$ cat src/rtl/led_chaser_ctrl_pkg.sv
// Shared encodings and helpers for the LED chaser sequencer.
package led_chaser_ctrl_pkg;

    localparam int MODE_W = 2;
    localparam int RATE_W = 5;

    typedef enum logic [MODE_W-1:0] {
        MODE_LEFT   = 2'd0,
        MODE_RIGHT  = 2'd1,
        MODE_BOUNCE = 2'd2,
        MODE_FILL   = 2'd3
    } mode_e;

    typedef enum logic {
        DIR_UP = 1'b0,
        DIR_DN = 1'b1
    } dir_e;

    // Faster rate is a smaller index; stepping past the fastest wraps to the slowest.
    function automatic logic [RATE_W-1:0] nextRate(
        input logic [RATE_W-1:0] cur,
        input logic [RATE_W-1:0] rateMin,
        input logic [RATE_W-1:0] rateMax
    );
        return (cur == rateMin) ? rateMax : (cur - RATE_W'(1));
    endfunction

endpackage

$ cat src/rtl/led_chaser_ctrl_step_timer.sv
// Step divider: counts clocks up to 2^rateIdx-1 and flags the terminal count.
module led_chaser_ctrl_step_timer
    import led_chaser_ctrl_pkg::*;
#(
    parameter int DIV_W = 26
) (
    input  logic              clock,
    input  logic              reset,
    input  logic [RATE_W-1:0] rateIdx_i,
    input  logic              paused_i,
    input  logic              clear_i,
    input  logic              hold_i,
    output logic              tc_o
);

    logic [DIV_W-1:0] cnt_q;
    logic [DIV_W-1:0] cnt_d;
    logic [DIV_W-1:0] termCount;

    assign termCount = (DIV_W'(1) << rateIdx_i) - DIV_W'(1);
    assign tc_o      = !paused_i && (cnt_q == termCount);

    // Clear beats hold so a rate/mode press restarts the full period even while paused;
    // hold keeps the terminal value across a pause so unpausing steps immediately.
    always_comb begin
        cnt_d = cnt_q;
        if (clear_i) begin
            cnt_d = '0;
        end else if (hold_i) begin
            cnt_d = cnt_q;
        end else if (tc_o) begin
            cnt_d = '0;
        end else begin
            cnt_d = cnt_q + DIV_W'(1);
        end
    end

    // Counter register.
    always_ff @(posedge clock or negedge reset) begin
        if (!reset) begin
            cnt_q <= '0;
        end else begin
            cnt_q <= cnt_d;
        end
    end

endmodule

$ cat src/rtl/led_chaser_ctrl.sv
// LED chaser sequencer: button edge detection, rate/mode/pause state and pattern stepping.
module led_chaser_ctrl
    import led_chaser_ctrl_pkg::*;
#(
    parameter int LED_W      = 18,
    parameter int DIV_W      = 26,
    parameter int RATE_MIN   = 16,
    parameter int RATE_MAX   = 25,
    parameter int RATE_RESET = 20
) (
    input  logic              clock,
    input  logic              reset,
    input  logic              rate_btn,
    input  logic              mode_btn,
    input  logic              pause_btn,
    output logic [LED_W-1:0]  leds,
    output logic              step,
    output logic [RATE_W-1:0] rate_idx,
    output logic [MODE_W-1:0] mode,
    output logic              paused
);

    localparam logic [RATE_W-1:0] RATE_MIN_V   = RATE_W'(RATE_MIN);
    localparam logic [RATE_W-1:0] RATE_MAX_V   = RATE_W'(RATE_MAX);
    localparam logic [RATE_W-1:0] RATE_RESET_V = RATE_W'(RATE_RESET);

    logic              rateHist_q, modeHist_q, pauseHist_q;
    logic [LED_W-1:0]  leds_q, leds_d;
    logic              step_q, step_d;
    logic [RATE_W-1:0] rateIdx_q, rateIdx_d;
    mode_e             mode_q, mode_d;
    logic              paused_q, paused_d;
    dir_e              dir_q, dir_d;

    logic              ratePress, modePress, pausePress, anyPress;
    logic              tc, stepFire, isOneHot;
    logic [LED_W-1:0]  patNext;
    dir_e              dirNext;

    assign ratePress  = rate_btn & ~rateHist_q;
    assign modePress  = mode_btn & ~modeHist_q;
    assign pausePress = pause_btn & ~pauseHist_q;
    assign anyPress   = ratePress | modePress | pausePress;
    assign stepFire   = tc & ~anyPress;
    assign isOneHot   = (leds_q != '0) && ((leds_q & (leds_q - LED_W'(1))) == '0);

    led_chaser_ctrl_step_timer #(
        .DIV_W (DIV_W)
    ) u_timer (
        .clock     (clock),
        .reset     (reset),
        .rateIdx_i (rateIdx_q),
        .paused_i  (paused_q),
        .clear_i   (ratePress | modePress),
        .hold_i    (paused_q | pausePress),
        .tc_o      (tc)
    );

    // Pattern the LEDs would take on the next step in the current mode.
    always_comb begin
        patNext = leds_q;
        dirNext = dir_q;
        case (mode_q)
            MODE_LEFT: begin
                patNext = isOneHot ? {leds_q[LED_W-2:0], leds_q[LED_W-1]} : LED_W'(1);
            end
            MODE_RIGHT: begin
                patNext = isOneHot ? {leds_q[0], leds_q[LED_W-1:1]} : LED_W'(1);
            end
            MODE_BOUNCE: begin
                if (!isOneHot) begin
                    patNext = LED_W'(1);
                    dirNext = DIR_UP;
                end else if (dir_q == DIR_UP) begin
                    if (leds_q[LED_W-1]) begin
                        patNext = leds_q >> 1;
                        dirNext = DIR_DN;
                    end else begin
                        patNext = leds_q << 1;
                        if (leds_q[LED_W-2]) dirNext = DIR_DN;
                    end
                end else begin
                    if (leds_q[0]) begin
                        patNext = leds_q << 1;
                        dirNext = DIR_UP;
                    end else begin
                        patNext = leds_q >> 1;
                        if (leds_q[1]) dirNext = DIR_UP;
                    end
                end
            end
            MODE_FILL: begin
                patNext = (&leds_q) ? LED_W'(1) : {leds_q[LED_W-2:0], 1'b1};
            end
            default: begin
                patNext = LED_W'(1);
            end
        endcase
    end

    // Presses take priority over a coincident terminal count, so the step is simply dropped.
    always_comb begin
        leds_d    = leds_q;
        step_d    = 1'b0;
        rateIdx_d = rateIdx_q;
        mode_d    = mode_q;
        paused_d  = paused_q;
        dir_d     = dir_q;
        if (ratePress) begin
            rateIdx_d = nextRate(rateIdx_q, RATE_MIN_V, RATE_MAX_V);
        end
        if (modePress) begin
            mode_d = mode_e'(mode_q + 2'd1);
            leds_d = LED_W'(1);
            dir_d  = DIR_UP;
        end
        if (pausePress) begin
            paused_d = ~paused_q;
        end
        if (stepFire) begin
            leds_d = patNext;
            dir_d  = dirNext;
            step_d = 1'b1;
        end
    end

    // State and button history; history resets high so a button held through reset is ignored.
    always_ff @(posedge clock or negedge reset) begin
        if (!reset) begin
            rateHist_q  <= 1'b1;
            modeHist_q  <= 1'b1;
            pauseHist_q <= 1'b1;
            leds_q      <= LED_W'(1);
            step_q      <= 1'b0;
            rateIdx_q   <= RATE_RESET_V;
            mode_q      <= MODE_LEFT;
            paused_q    <= 1'b0;
            dir_q       <= DIR_UP;
        end else begin
            rateHist_q  <= rate_btn;
            modeHist_q  <= mode_btn;
            pauseHist_q <= pause_btn;
            leds_q      <= leds_d;
            step_q      <= step_d;
            rateIdx_q   <= rateIdx_d;
            mode_q      <= mode_d;
            paused_q    <= paused_d;
            dir_q       <= dir_d;
        end
    end

    assign leds     = leds_q;
    assign step     = step_q;
    assign rate_idx = rateIdx_q;
    assign mode     = mode_q;
    assign paused   = paused_q;

endmodule
$ cat config.mk
export PLATFORM = sky130hd
export DESIGN_NAME = led_chaser_ctrl
export DESIGN_NICKNAME = d
export VERILOG_FILES = /design/src/rtl/led_chaser_ctrl_pkg.sv /design/src/rtl/led_chaser_ctrl_step_timer.sv /design/src/rtl/led_chaser_ctrl.sv
export SDC_FILE = /design/constraint.sdc
export NUM_CORES = 1
export LEC_CHECK = 0
export CORE_ASPECT_RATIO = 0.8
export CORE_MARGIN = 3
export CORE_UTILIZATION = 40
export CTS_BUF_LIST = sky130_fd_sc_hd__clkbuf_8
export CTS_CLUSTER_SIZE = 12
export DETAILED_ROUTE_END_ITERATION = 6
export PLACE_DENSITY = 0.65
export SLEW_MARGIN = 20
export SYNTH_ARGS = -nofsm -noshare
export SYNTH_HDL_FRONTEND = slang
export SYNTH_HIERARCHICAL = 1
export SYNTH_SLANG_ARGS = --single-unit
$ cat constraint.sdc
create_clock -name clock -period 5.2 [get_ports clock]
set_input_delay 1.04 -clock clock [delete_from_list [all_inputs] [get_ports clock]]
set_output_delay 1.04 -clock clock [all_outputs]
set_load 0.01 [all_outputs]
* Word-level counts from Yosys, hierarchy flattened
Index checks and enable logic that the tools add are counted.
** Operators by class
- Add/sub/neg operators :: 5
- Eq/ne operators :: 7
- Shifts and indexed selects :: 1
- Muxes and demuxes :: 24
- Bitwise operators :: 13
- Reduce and logical (&&, ||, !) cells :: 9
** Operators by type and width (number)
- $mux 18 :: 9
- $mux 26 :: 3
- $pmux 18 s4 :: 1
- $add 26x1->26 const B :: 1
- $eq 26x26->1 :: 1
- $shl 1x5->26 const A :: 1
- $sub 26x2->26 const B :: 1
- $and 18x18->18 :: 1
- $logic_not 18->1 :: 1
- $reduce_and 18->1 :: 1
- $reduce_bool 18->1 :: 1
- $sub 18x1->18 const B :: 1
- $mux 1 :: 10
- $eq 5x5->1 const B :: 1
- $mux 5 :: 1
- $not 1->1 :: 5
- $sub 5x1->5 const B :: 1
- $and 1x1->1 :: 4
- $eq 2x2->1 const B :: 2
- $ne 2x1->1 const B :: 2
- $or 1x1->1 :: 3
- $add 2x1->2 const B :: 1
- $eq 2x1->1 const B :: 1
- $logic_and 1x1->1 :: 2
- other kinds (4) :: 4
** Word-level totals
- Bits in registers :: 57
- Input bits :: 5
- Output and inout bits :: 27
- Word-level logic and storage cells :: 69

* Logic depth before layout (Yosys ltp)
- Depth in word-level cells :: 8
- Mapped depth :: 19
- Mapped depth without buffers :: 14

* Modules after synthesis
Netlist, hierarchy kept.
** Modules (own cells, without submodules)
- led_chaser_ctrl_step_timer :: times used 1, cells an instance 306, area each 2501.1 um2, seq. area each 650.6 um2
- led_chaser_ctrl :: times used 1, cells an instance 219, area each 2088.3 um2, seq. area each 783.3 um2

* Worst setup path before layout
Ideal clock, no wire load.
- Kind :: flip-flop to flip-flop
- Start point :: reg rateIdx_q[3], in the netlist rate_idx[3]
- End point :: reg leds_q[0], in the netlist leds[0]
- Library setup time :: 0.083 ns
- Arrival :: 3.931 ns
- Required time :: 5.117 ns
- Path slack :: 1.186 ns
- Cell stages (with the launch flop) :: 19
- Path buffers :: 6
- Clock period less this slack :: 4.014 ns
- Cell sequence :: dfrtp_1 -> buf_4 -> buf_2 -> buf_2 -> nor4_1 -> nand2_1 -> ha_1 -> buf_2 -> clkbuf_1 -> o31ai_1 -> a22oi_1 -> xnor2_1 -> nand4_1 -> nor3_1 -> nand3_1 -> clkbuf_1 -> or3_1 -> a211o_1 -> o311a_1
** Between the ends
- Word-level cells in the longest chain between the ends :: 6
- Elaborated cells on any way between the ends :: 7
- Those cells by class :: add/sub (1); eq/ne (1); shift (1); mux (1); bitwise (1); reduce/logical (2)
** RTL lines
- start, declared :: RTL line led_chaser_ctrl.sv:30 : logic [RATE_W-1:0] rateIdx_q, rateIdx_d;
- start signal, assigned :: RTL line led_chaser_ctrl.sv:145 : rateIdx_q <= rateIdx_d;
- $shl 1x5->26 * :: RTL line led_chaser_ctrl_step_timer.sv:20 : assign termCount = (DIV_W'(1) << rateIdx_i) - DIV_W'(1);
- $sub 26x2->26 * :: RTL line led_chaser_ctrl_step_timer.sv:20
- $eq 26x26->1 * :: RTL line led_chaser_ctrl_step_timer.sv:21 : assign tc_o = !paused_i && (cnt_q == termCount);
- $logic_and 1x1->1 * :: RTL line led_chaser_ctrl_step_timer.sv:21
- via tc :: RTL line led_chaser_ctrl.sv:36 : logic tc, stepFire, isOneHot;
- $and 1x1->1 * :: RTL line led_chaser_ctrl.sv:44 : assign stepFire = tc & ~anyPress;
- $mux 18 or $reduce_bool 2->1 (tied branches)
- end signal, assigned :: RTL line led_chaser_ctrl.sv:143 : leds_q <= leds_d;
- end, declared :: RTL line led_chaser_ctrl.sv:28 : logic [LED_W-1:0] leds_q, leds_d;
The timed path passes the listed nets; every way through them passes the cells marked *.
A chain may end at the register's enable or synchronous reset.

* Worst setup path after layout
- Start point :: reg rateIdx_q[2], in the netlist rate_idx[2]
- End point :: reg leds_q[0], in the netlist leds[0]
** Between the ends
- Word-level cells in the longest chain between the ends :: 6
- Elaborated cells on any way between the ends :: 7
- Those cells by class :: add/sub (1); eq/ne (1); shift (1); mux (1); bitwise (1); reduce/logical (2)
** RTL lines (RTL line)
- $shl 1x5->26 * :: led_chaser_ctrl_step_timer.sv:20
- $sub 26x2->26 * :: led_chaser_ctrl_step_timer.sv:20
- $eq 26x26->1 * :: led_chaser_ctrl_step_timer.sv:21
- $logic_and 1x1->1 * :: led_chaser_ctrl_step_timer.sv:21
- via tc :: led_chaser_ctrl.sv:36
- $and 1x1->1 * :: led_chaser_ctrl.sv:44
- via stepFire :: led_chaser_ctrl.sv:36
- $mux 18 or $reduce_bool 2->1 (tied branches)
Marks and branches as above.

==> results.md <==
- Outcome: finished clean
- Non-filler cells in the finished layout: 676
- Critical path endpoint category: register
- Fin crit period: about 4.2 ns
- PostCTS Resize Cnt: 0
- Die X: ~130 um
- Vias in the first global route: between 3000 and 4000
- Leading area contributor after synthesis: dfrtp_1
- PwrDens: between 300 and 400 nW/um^2
- Synth Instances: around 530
- Internal power: 1.04 mW
- Clock transition at path regs: 0.06 ns
- Leak pwr: slightly above 2 nW
- First-pass GRT wire length: just over 20 mm
- Syn_area_per_cell: slightly below 9 um^2
- P_sw: around 0.78 mW
- Initial Util: 0.417
- Core Region: around 11000 um^2
- Arr. time, crit path: 4.51 ns
- Sinks on the clock net: 57
- Clock latency on the worst-skew pair: about 0.35 ns
- Leading cell type in the layout, fill and taps excluded: dfrtp_1
- Die Span Y: approximately 100 um
- Total of max-cap violations: 0
- Startpoint class of the critical path: register
- Nets: 539
- DR vias/cell: around 6.1
- Fin Clk Skew: approximately 0.012 ns
- Total gr overflow: 0
- WL final: between 10 and 15 mm
- DR WL/cell: 18.4 um
- IO Port Bufs: 31
- Post-route DRC: 0
- Combinational power share: 0.420
- First-pass iteration count of the detailed router: 5
- Unrepaired setup endpoints after global routing: false
- FFs w/ async S/R, synth: 1.00
- DR vias: about 4100
- Design area: slightly above 5000 um^2
- Post-placement cell area: around 4900 um^2
- Antenna cells: 0
- Global placement routability congestion: between 0.9 and 1
- Max transition margin: 0.352
- Dpl hpwl: roughly 8.8 mm
- Number of library cell types mapped by synthesis: between 80 and 90
- Final setup fails: 0
- Final Max Tran Viols: 0
- Post-Syn Area: 4590 um^2
- Syn Nets: 537
- Peak supply drop: between 0.2 and 0.25 mV
- H-Tree Depth: 3
- Hold Fails Final Rpt: 0
- Rows: 34
- Share of layout cells above drive strength 1: 0.145
- Ys Warns: 6
- Post-CTS Hold Buffers: 0
- Worst Max-Slew Pin Slew: between 0.9 and 1 ns
- Final worst path period share: 0.815
- Crit Path Max Fanout: 38
- Switch share: 0.428
- Drt initial violations: 417
- CTS tree: done
- Num CTS Buffers: 9
- Clock Tree Buf Depth: 2
- Post CTS Setup Buffer Count: 0
- Top cells by area, synth: dfrtp_1 28%, dfstp_2 3.4%, xnor2_1 3.4%, and3_1 3.3%, xor2_1 3.2%
- Flop pwr share: 0.337
- Critical path class: register to register
- Final ANT Viol Nets: 0
- Setup TNS: 0 ns
- Initial antenna violation count: 0
- Post-synthesis sequential area ratio: 0.312
- Post-synth top flop: dfrtp_1
- EDFF count, synth: 0
- Yosys top cell area share: 0.278
- Total GRT Usage: 0.199
- CTS root buf: clkbuf_8
- Largest net degree at the start of global routing: just under 60
- Area grow syn2layout: 10.3%
- Hold/Removal Path Class: register to register
- Placed insts: 660
- Maximum clock frequency: ~240 MHz
- Clock power share: 0.243
- Tot Pwr: ~1.8 mW
- Die area: ~13000 um^2
- Most frequent cells in the layout: 51 x dfrtp_1, 32 x nand2_1, 30 x clkdlybuf4s50_1
- Required @ worst endpoint: approximately 5.5 ns
- Ports: 32
- Post-synthesis register bit count: 57
==> synthesized netlist by cell type, types with 4 or more instances <==
library cell / count
a21o_1: 5
a21oi_1: 20
a221o_1: 11
a221o_2: 5
a22o_1: 13
and2_1: 4
and3_1: 24
buf_2: 13
buf_4: 4
buf_6: 8
clkbuf_1: 21
dfrtp_1: 51
dfstp_2: 6
ha_1: 7
inv_1: 16
nand2_1: 32
nand2b_1: 7
nand3_1: 22
nand4_1: 19
nor2_1: 22
nor2_2: 20
nor2b_1: 6
nor3_1: 18
nor4_1: 8
o211ai_1: 7
o21ai_0: 23
o21ai_1: 4
or2_2: 4
or3_1: 7
xnor2_1: 18
xor2_1: 17
==> stage by stage <==
step / setup WS, ns / utilization / hold WS (ns)
after floorplan: 1.19 / - / 0.537
after global placement: 1.11 / 0.441 / 0.501
after detailed placement: 1.03 / 0.441 / 0.512
after CTS: 1.02 / 0.460 / 0.521
after global routing: 0.550 / 0.460 / 0.547
final: 0.961 / 0.460 / 0.514
==> per-layer routing <==
metal / vias up / track usage / wire length, um / part of all wire
met2: 145 / 0.260 / 5070 / 0.41
met1: 2016 / 0.329 / 6500 / 0.52
met3: 6 / 0.0453 / 811 / 0.065
li1: 1976 / - / - / -
met5: - / 0 / 0 / 0
met4: 0 / 0.0322 / 74 / 0.0059
==> kinds of logic (layout without fill, tap and decap cells) <==
group	Yosys count	in the layout	synth area share
AO/OA/AOI/OAI	138	138	0.240
AND/OR/NAND/NOR	223	223	0.286
multiplexers	1	1	0.00218
flip-flops	57	57	0.312
buffers and inverters	63	70	0.0714
adder cells (fa/ha/maj)	8	8	0.0213
XOR/XNOR	35	35	0.0668
==> power groups by stage <==
stage          sequential (mW)  clock, mW  combinational, mW
2_1_floorplan            0.546          0              0.635
3_3_place_gp             0.613          0              0.742
3_5_place_dp             0.617          0              0.752
4_1_cts                  0.609      0.452              0.756
5_1_grt                  0.629      0.470              0.832
6_report                 0.612      0.441              0.763
==> area by class of cell <==
type | instances | area [um^2]
inverters | 17 | 63.8
multi-input cells | 405 | 2830
repair buffers | 37 | 350
flip-flops and latches | 57 | 1430
clock buffers | 12 | 165
fillers | 1067 | 5950
well taps | 144 | 180
clock inverters | 4 | 42.5
==> flip-flops by register name (all words and copies together), names as in the netlist <==
register       flops
dir_q              1
leds              18
mode               2
modeHist_q         1
pauseHist_q        1
paused             1
rateHist_q         1
rate_idx           5
step               1
u_timer/cnt_q     26
==> worst paths after layout <==
kind,from,endpoint,slack (ns),cells past startpoint
worst max-delay path,rate_idx[2],leds[0],0.96,15
worst min-delay path,paused,paused,0.51,1
worst max register to register,rate_idx[2],leds[0],0.96,15
worst min register to register,paused,paused,0.51,1
max in group asynchronous,reset,rate_idx[1],3.89,2
min in group asynchronous,reset,leds[8],0.83,2
==> worst max-delay path: stages (launching register included) <==
cell and delay [ns]:
dfstp_2 0.97, nor3_1 0.19, nand2_1 0.12, ha_1 0.59, xnor2_1 0.20, nand4b_1 0.21, nand3_1 0.14, o2111ai_1 0.13
nand4bb_4 0.30, nor3_1 0.21, nand3_1 0.09, buf_4 0.23, inv_1 0.20, nand4_1 0.18, o31a_1 0.28, o311a_1 0.12
Power figures use the tool's default switching activity.
